===== src/rtl/tow_round_ctrl_if.sv =====
// rtl/tow_round_ctrl_if.sv - player keys and playfield/score bundle for tow_round_ctrl
interface tow_round_ctrl_if #(
   parameter int NUM_LIGHTS = 9,
   parameter int SCORE_MAX  = 7
);
   localparam int SW = $clog2(SCORE_MAX + 1);

   logic                  L;
   logic                  R;
   logic [NUM_LIGHTS-1:0] lights;
   logic [SW-1:0]         l_score;
   logic [SW-1:0]         r_score;
   logic [1:0]            winner;
   logic                  round_start;
   logic                  match_over;

   modport master (
      output L,
      output R,
      input  lights,
      input  l_score,
      input  r_score,
      input  winner,
      input  round_start,
      input  match_over
   );

   modport slave (
      input  L,
      input  R,
      output lights,
      output l_score,
      output r_score,
      output winner,
      output round_start,
      output match_over
   );
endinterface


===== src/rtl/tow_round_ctrl.sv =====
// rtl/tow_round_ctrl.sv - tug-of-war referee: key presses to light moves, round wins, scores, match end
module tow_round_ctrl #(
   parameter int NUM_LIGHTS  = 9,
   parameter int SCORE_MAX   = 7,
   parameter int HOLD_CYCLES = 4
) (
   input  logic               clk,
   input  logic               Reset,
   tow_round_ctrl_if.slave    bus
);
   localparam int SW = $clog2(SCORE_MAX + 1);
   localparam int HW = $clog2(HOLD_CYCLES + 1);

   localparam logic [1:0] PLAY       = 2'd0;
   localparam logic [1:0] WIN_HOLD   = 2'd1;
   localparam logic [1:0] MATCH_OVER = 2'd2;

   localparam logic [1:0] WIN_NONE  = 2'b00;
   localparam logic [1:0] WIN_LEFT  = 2'b10;
   localparam logic [1:0] WIN_RIGHT = 2'b01;

   localparam logic [NUM_LIGHTS-1:0] LIGHTS_OFF    = '0;
   localparam logic [NUM_LIGHTS-1:0] CENTRE_ONEHOT =
      {{(NUM_LIGHTS-1){1'b0}}, 1'b1} << (NUM_LIGHTS / 2);

   localparam logic [SW-1:0] SCORE_ZERO = '0;
   localparam logic [SW-1:0] SCORE_ONE  = SW'(1);
   localparam logic [SW-1:0] SCORE_TOP  = SW'(SCORE_MAX);
   localparam logic [HW-1:0] HOLD_ZERO  = '0;
   localparam logic [HW-1:0] HOLD_ONE   = HW'(1);
   localparam logic [HW-1:0] HOLD_LOAD  = HW'(HOLD_CYCLES - 1);

   logic [1:0]            state_q,       state_d;
   logic [NUM_LIGHTS-1:0] lights_q,      lights_d;
   logic [SW-1:0]         l_score_q,     l_score_d;
   logic [SW-1:0]         r_score_q,     r_score_d;
   logic [1:0]            winner_q,      winner_d;
   logic                  round_start_q, round_start_d;
   logic                  match_over_q,  match_over_d;
   logic [HW-1:0]         hold_q,        hold_d;
   logic                  l_prev_q;
   logic                  r_prev_q;

   logic                  lp;
   logic                  rp;
   logic [SW-1:0]         win_score;

   assign lp = bus.L & ~l_prev_q;
   assign rp = bus.R & ~r_prev_q;
   assign win_score = (winner_q == WIN_LEFT) ? l_score_q : r_score_q;

   always_comb begin
      state_d       = state_q;
      lights_d      = lights_q;
      l_score_d     = l_score_q;
      r_score_d     = r_score_q;
      winner_d      = winner_q;
      round_start_d = 1'b0;
      match_over_d  = match_over_q;
      hold_d        = hold_q;

      case (state_q)
         PLAY: begin
            if (lp && !rp) begin
               if (lights_q[NUM_LIGHTS-1]) begin
                  if (l_score_q != SCORE_TOP) begin
                     l_score_d = l_score_q + SCORE_ONE;
                  end
                  winner_d = WIN_LEFT;
                  lights_d = LIGHTS_OFF;
                  hold_d   = HOLD_LOAD;
                  state_d  = WIN_HOLD;
               end else begin
                  lights_d = lights_q << 1;
               end
            end else if (rp && !lp) begin
               if (lights_q[0]) begin
                  if (r_score_q != SCORE_TOP) begin
                     r_score_d = r_score_q + SCORE_ONE;
                  end
                  winner_d = WIN_RIGHT;
                  lights_d = LIGHTS_OFF;
                  hold_d   = HOLD_LOAD;
                  state_d  = WIN_HOLD;
               end else begin
                  lights_d = lights_q >> 1;
               end
            end
         end

         // Counter was loaded with HOLD_CYCLES-1 on entry, so zero here is the HOLD_CYCLES-th edge.
         WIN_HOLD: begin
            if (hold_q == HOLD_ZERO) begin
               if (win_score == SCORE_TOP) begin
                  match_over_d = 1'b1;
                  state_d      = MATCH_OVER;
               end else begin
                  lights_d      = CENTRE_ONEHOT;
                  winner_d      = WIN_NONE;
                  round_start_d = 1'b1;
                  state_d       = PLAY;
               end
            end else begin
               hold_d = hold_q - HOLD_ONE;
            end
         end

         MATCH_OVER: begin
            lights_d = LIGHTS_OFF;
         end

         default: begin
            state_d  = PLAY;
            lights_d = CENTRE_ONEHOT;
            winner_d = WIN_NONE;
         end
      endcase
   end

   always_ff @(posedge clk) begin
      // Key history loads in reset too, so a key held through reset is not a press.
      l_prev_q <= bus.L;
      r_prev_q <= bus.R;
      if (Reset) begin
         state_q       <= PLAY;
         lights_q      <= CENTRE_ONEHOT;
         l_score_q     <= SCORE_ZERO;
         r_score_q     <= SCORE_ZERO;
         winner_q      <= WIN_NONE;
         round_start_q <= 1'b0;
         match_over_q  <= 1'b0;
         hold_q        <= HOLD_ZERO;
      end else begin
         state_q       <= state_d;
         lights_q      <= lights_d;
         l_score_q     <= l_score_d;
         r_score_q     <= r_score_d;
         winner_q      <= winner_d;
         round_start_q <= round_start_d;
         match_over_q  <= match_over_d;
         hold_q        <= hold_d;
      end
   end

   assign bus.lights      = lights_q;
   assign bus.l_score     = l_score_q;
   assign bus.r_score     = r_score_q;
   assign bus.winner      = winner_q;
   assign bus.round_start = round_start_q;
   assign bus.match_over  = match_over_q;

endmodule

===== src/flat_wrapper.sv =====
// flat-port wrapper written by rule: the top's interface ports become plain ports
module tow_round_ctrl_flat 
#(
   parameter int NUM_LIGHTS  = 9,
   parameter int SCORE_MAX   = 7,
   parameter int HOLD_CYCLES = 4
)
  (clk, Reset, bus_L, bus_R, bus_lights, bus_l_score, bus_r_score, bus_winner, bus_round_start, bus_match_over);
  tow_round_ctrl_if #(.NUM_LIGHTS(NUM_LIGHTS), .SCORE_MAX(SCORE_MAX)) bus_i ();
  input  logic clk;
  input  logic Reset;
  input wire logic [$bits(bus_i.L)-1:0] bus_L;
  input wire logic [$bits(bus_i.R)-1:0] bus_R;
  output wire logic [$bits(bus_i.lights)-1:0] bus_lights;
  output wire logic [$bits(bus_i.l_score)-1:0] bus_l_score;
  output wire logic [$bits(bus_i.r_score)-1:0] bus_r_score;
  output wire logic [$bits(bus_i.winner)-1:0] bus_winner;
  output wire logic [$bits(bus_i.round_start)-1:0] bus_round_start;
  output wire logic [$bits(bus_i.match_over)-1:0] bus_match_over;
  assign bus_i.L = bus_L;
  assign bus_i.R = bus_R;
  assign bus_lights = bus_i.lights;
  assign bus_l_score = bus_i.l_score;
  assign bus_r_score = bus_i.r_score;
  assign bus_winner = bus_i.winner;
  assign bus_round_start = bus_i.round_start;
  assign bus_match_over = bus_i.match_over;
  tow_round_ctrl #(.NUM_LIGHTS(NUM_LIGHTS), .SCORE_MAX(SCORE_MAX), .HOLD_CYCLES(HOLD_CYCLES)) u_core (.clk(clk), .Reset(Reset), .bus(bus_i));
endmodule

===== config.mk =====
export PLATFORM = sky130hd
export DESIGN_NAME = tow_round_ctrl_flat
export DESIGN_NICKNAME = d
export VERILOG_FILES = /design/src/rtl/tow_round_ctrl_if.sv /design/src/rtl/tow_round_ctrl.sv /design/src/flat_wrapper.sv
export SDC_FILE = /design/constraint.sdc
export NUM_CORES = 1
export LEC_CHECK = 0
export ABC_AREA = 1
export BUFFER_PORTS_ARGS = -buffer_cell sky130_fd_sc_hd__buf_4
export CORE_ASPECT_RATIO = 1.2
export CORE_MARGIN = 5
export CORE_UTILIZATION = 35
export CTS_CLUSTER_SIZE = 20
export DETAILED_ROUTE_END_ITERATION = 10
export PLACE_DENSITY_LB_ADDON = 0.08
export SYNTH_ARGS = -nofsm -noshare
export SYNTH_HDL_FRONTEND = slang
export SYNTH_SLANG_ARGS = --single-unit
export TNS_END_PERCENT = 100

===== constraint.sdc =====
create_clock -name clk -period 2.5 [get_ports clk]
set_input_delay 0.125 -clock clk [delete_from_list [all_inputs] [get_ports clk]]
set_output_delay 0.125 -clock clk [all_outputs]
set_load 0.01 [all_outputs]

==> flow_summary.toml <==
[clocking]
htreeDepth = 1
numCtsBuffers = 3
root_buffer = "clkbuf_8"
clk_path_buf_depth = 2
clk_pin_slew_ns = 0.09
cts.repair.resized = 0
clk_latency_ns = 0.28
cts_setup_buffers = 0
hold_buffers = 2
cts.sinks = 26
cts_tree = "yes"

[worst_setup_path]
start_kind = "input pin"
critPathMaxFanout = 5
r2r_start = "u_core.hold_q[0]$_SDFFE_PP0P_"
required_ns = 2.67
reg2reg_depth = 10
reg2reg_slack_ns = 1.11
cp-end-kind = "flop"
critPathKind = "input pin to flop"
critPathCapture = "u_core.bus.winner[0]$_SDFFE_PP0P_"
worstSetupStartpoint = "bus_R"
crit_arrival_ns = 1.70
worstReg2RegEnd = "u_core.bus.lights[0]$_SDFFE_PP0P_"

[placement]
dp_hpwl_um = 2340
place_congestion = 0.846
portBuffers = 22
detailed_place.area_um2 = 1560

[sta]
fin_hold_ws_ns = 0.0763
hold_viol_final = 0
worst_pin_slew_ns = 0.497
fin_skew_ns = 0.00612
fmax_mhz = 653
min_period_over_period = 0.613
setup-violations-final = 0
maxSlewViolCount = 0
relSlewSlack = 0.668
tns_ns = 0
rsz0062_at_grt = "false"
fin_crit_ns = 1.53

[grt]
grt_max_degree = 18
antenna_found_initial = 0
overflow = 0
track_usage = 0.130
grt_pass1_vias = 1202
grt_pass1_wl_um = 5340

[final_layout]
antenna_cells = 0
multi_input_area_um2 = 707
fillers = 395
drive_gt1_frac = 0.208
finalNetCount = 227
final_area_um2 = 1650
syn_to_final_growth_pct = 23.4
ff_latch_area_um2 = 520

[floorplan]
start_util = 0.366
io_pins = 23
rows = 24
die_area_um2 = 5170
placeableCoreArea_um2 = 3660
die_w_um = 66.5
die_y_um = 77.8

[synthesis]
syn-instance-count = 190
ys_ff_latch = 26
yosysTopAreaCell = "dfxtp_1"
synth_area_um2 = 1340
synth_top_area_frac = 0.388
yosysSeqAreaShare = 0.388
syn_avg_cell_area_um2 = 7.05
ys_types = 20
syn_nets = 200
synth.area.top_cells = "dfxtp_1 (39%), nand2_1 (11%), nor2_1 (6.7%)"
ys_warn_count = 0

[power_and_ir_drop]
switchingPower_w = 0.000346
leakagePower_nw = 0.798
clkPwrFrac = 0.314
p_comb_frac = 0.252
p_int_w = 0.000779
p_seq_frac = 0.434
p_per_area_nw_per_um2 = 680
ir_drop_mv = 0.243
p_sw_frac = 0.307

[detailed_routing]
maxUsedRoutingLayer = "met4"
drc_errors = 0
routedWlPerCell_um = 11.7
dr.pass1.iters = 4
wl_met1_um = 1450
dr_total_vias = 1243
vias_per_cell = 4.64
wirelength_um = 3130
wl_met3_um = 101
drtIter0Drc = 58
ant_nets = 0
wl_met2_um = 1490

[status]
status = "finished, final reports clean"

[hold_path]
hold_path_class = "input pin to flop"

[run]
cap_violations = 0
==> cells in the mapped netlist, drive strengths merged <==
master,n
xor2,2
nand4,3
clkbuf,2
a21oi,12
nand2,44
nor2,31
nand3,18
o21ai,17
ha,6
nor3,1
inv,28
dfxtp,26
==> worst min-delay path by stage <==
| stage | start | end | slack [ns] | depth (start not counted) |
|---|---|---|---|---|
| floorplan | bus_L | u_core.l_prev_q$_DFF_P_ | 0.15 | 0 |
| global placement | bus_R | u_core.r_prev_q$_DFF_P_ | 0.25 | 1 |
| detailed placement | bus_L | u_core.l_prev_q$_DFF_P_ | 0.25 | 1 |
| CTS | Reset | u_core.hold_q[1]$_SDFFE_PP0P_ | 0.07 | 2 |
| global route | Reset | u_core.state_q[0]$_SDFFE_PP0P_ | 0.08 | 2 |
| finish | Reset | u_core.hold_q[1]$_SDFFE_PP0P_ | 0.08 | 2 |
==> cell type report <==
type | instances | area share
Multi-Input combinational cell | 134 | 0.427
Sequential cell | 26 | 0.315
Timing Repair Buffer | 24 | 0.112
Inverter | 28 | 0.0635
Tap cell | 52 | 0.0393
Clock buffer | 3 | 0.0250
Clock inverter | 1 | 0.0182
==> registers in the layout, indices dropped and copies added (netlist names) <==
name,cells
u_core.bus.lights,9
u_core.bus.l_score,3
u_core.bus.r_score,3
u_core.hold_q,3
u_core.bus.winner,2
u_core.state_q,2
u_core.bus.match_over,1
u_core.bus.round_start,1
u_core.l_prev_q,1
u_core.r_prev_q,1
==> cell families after synthesis <==
group,Yosys count,synth area share
AND/OR/NAND/NOR,97,0.347
buffers and inverters,30,0.0840
AO/OA/AOI/OAI,29,0.111
flip-flops,26,0.388
adder cells (fa/ha/maj),6,0.0560
XOR/XNOR,2,0.0131
==> through the flow <==
stage	total power, W	std cells	util	setup slack, ns
after floorplan	0.000686	190	-	1.23
after global placement	0.000780	262	0.427	1.11
after detailed placement	0.000782	262	0.427	1.10
after CTS	0.00114	268	0.452	0.958
after global routing	0.00120	268	0.452	0.827
final	0.00112	268	0.452	0.968
==> worst max-delay path: stages <==
cell,delay (ns)
dlygate4sd3_1,0.53
buf_4,0.14
nand2_1,0.17
nand2_2,0.12
nand3_1,0.16
nand2_1,0.09
nor2_2,0.16
nand3_1,0.09
nand2_1,0.07
nor2_1,0.05
==> metal layers <==
layer / GRT usage / up-vias
li1: - / 656
met1: 0.161 / 560
met2: 0.214 / 20
met3: 0.0173 / 7
met4: 0.0732 / 0
met5: 0 / -
==> power groups by stage <==
stage / clock network (W) / logic, W / registers, W
6_report: 0.000353 / 0.000283 / 0.000488
4_1_cts: 0.000366 / 0.000288 / 0.000489
5_1_grt: 0.000378 / 0.000324 / 0.000495
3_3_place_gp: 0 / 0.000282 / 0.000497
2_1_floorplan: 0 / 0.000181 / 0.000505
3_5_place_dp: 0 / 0.000284 / 0.000498
==> cells in the final DEF, fill, tap and decap left out, drive strengths merged <==
cell type | Yosys | layout
nand2 | 44 | 44
nor2 | 31 | 31
inv | 28 | 28
dfxtp | 26 | 26
buf | 0 | 22
nand3 | 18 | 18
o21ai | 17 | 17
a21oi | 12 | 12
ha | 6 | 6
nand4 | 3 | 3
clkbuf | 2 | 3
xor2 | 2 | 2
dlygate4sd3 | 0 | 2
nor3 | 1 | 1
bufinv | 0 | 1
Note: power is estimated with default switching activity, not from simulation.
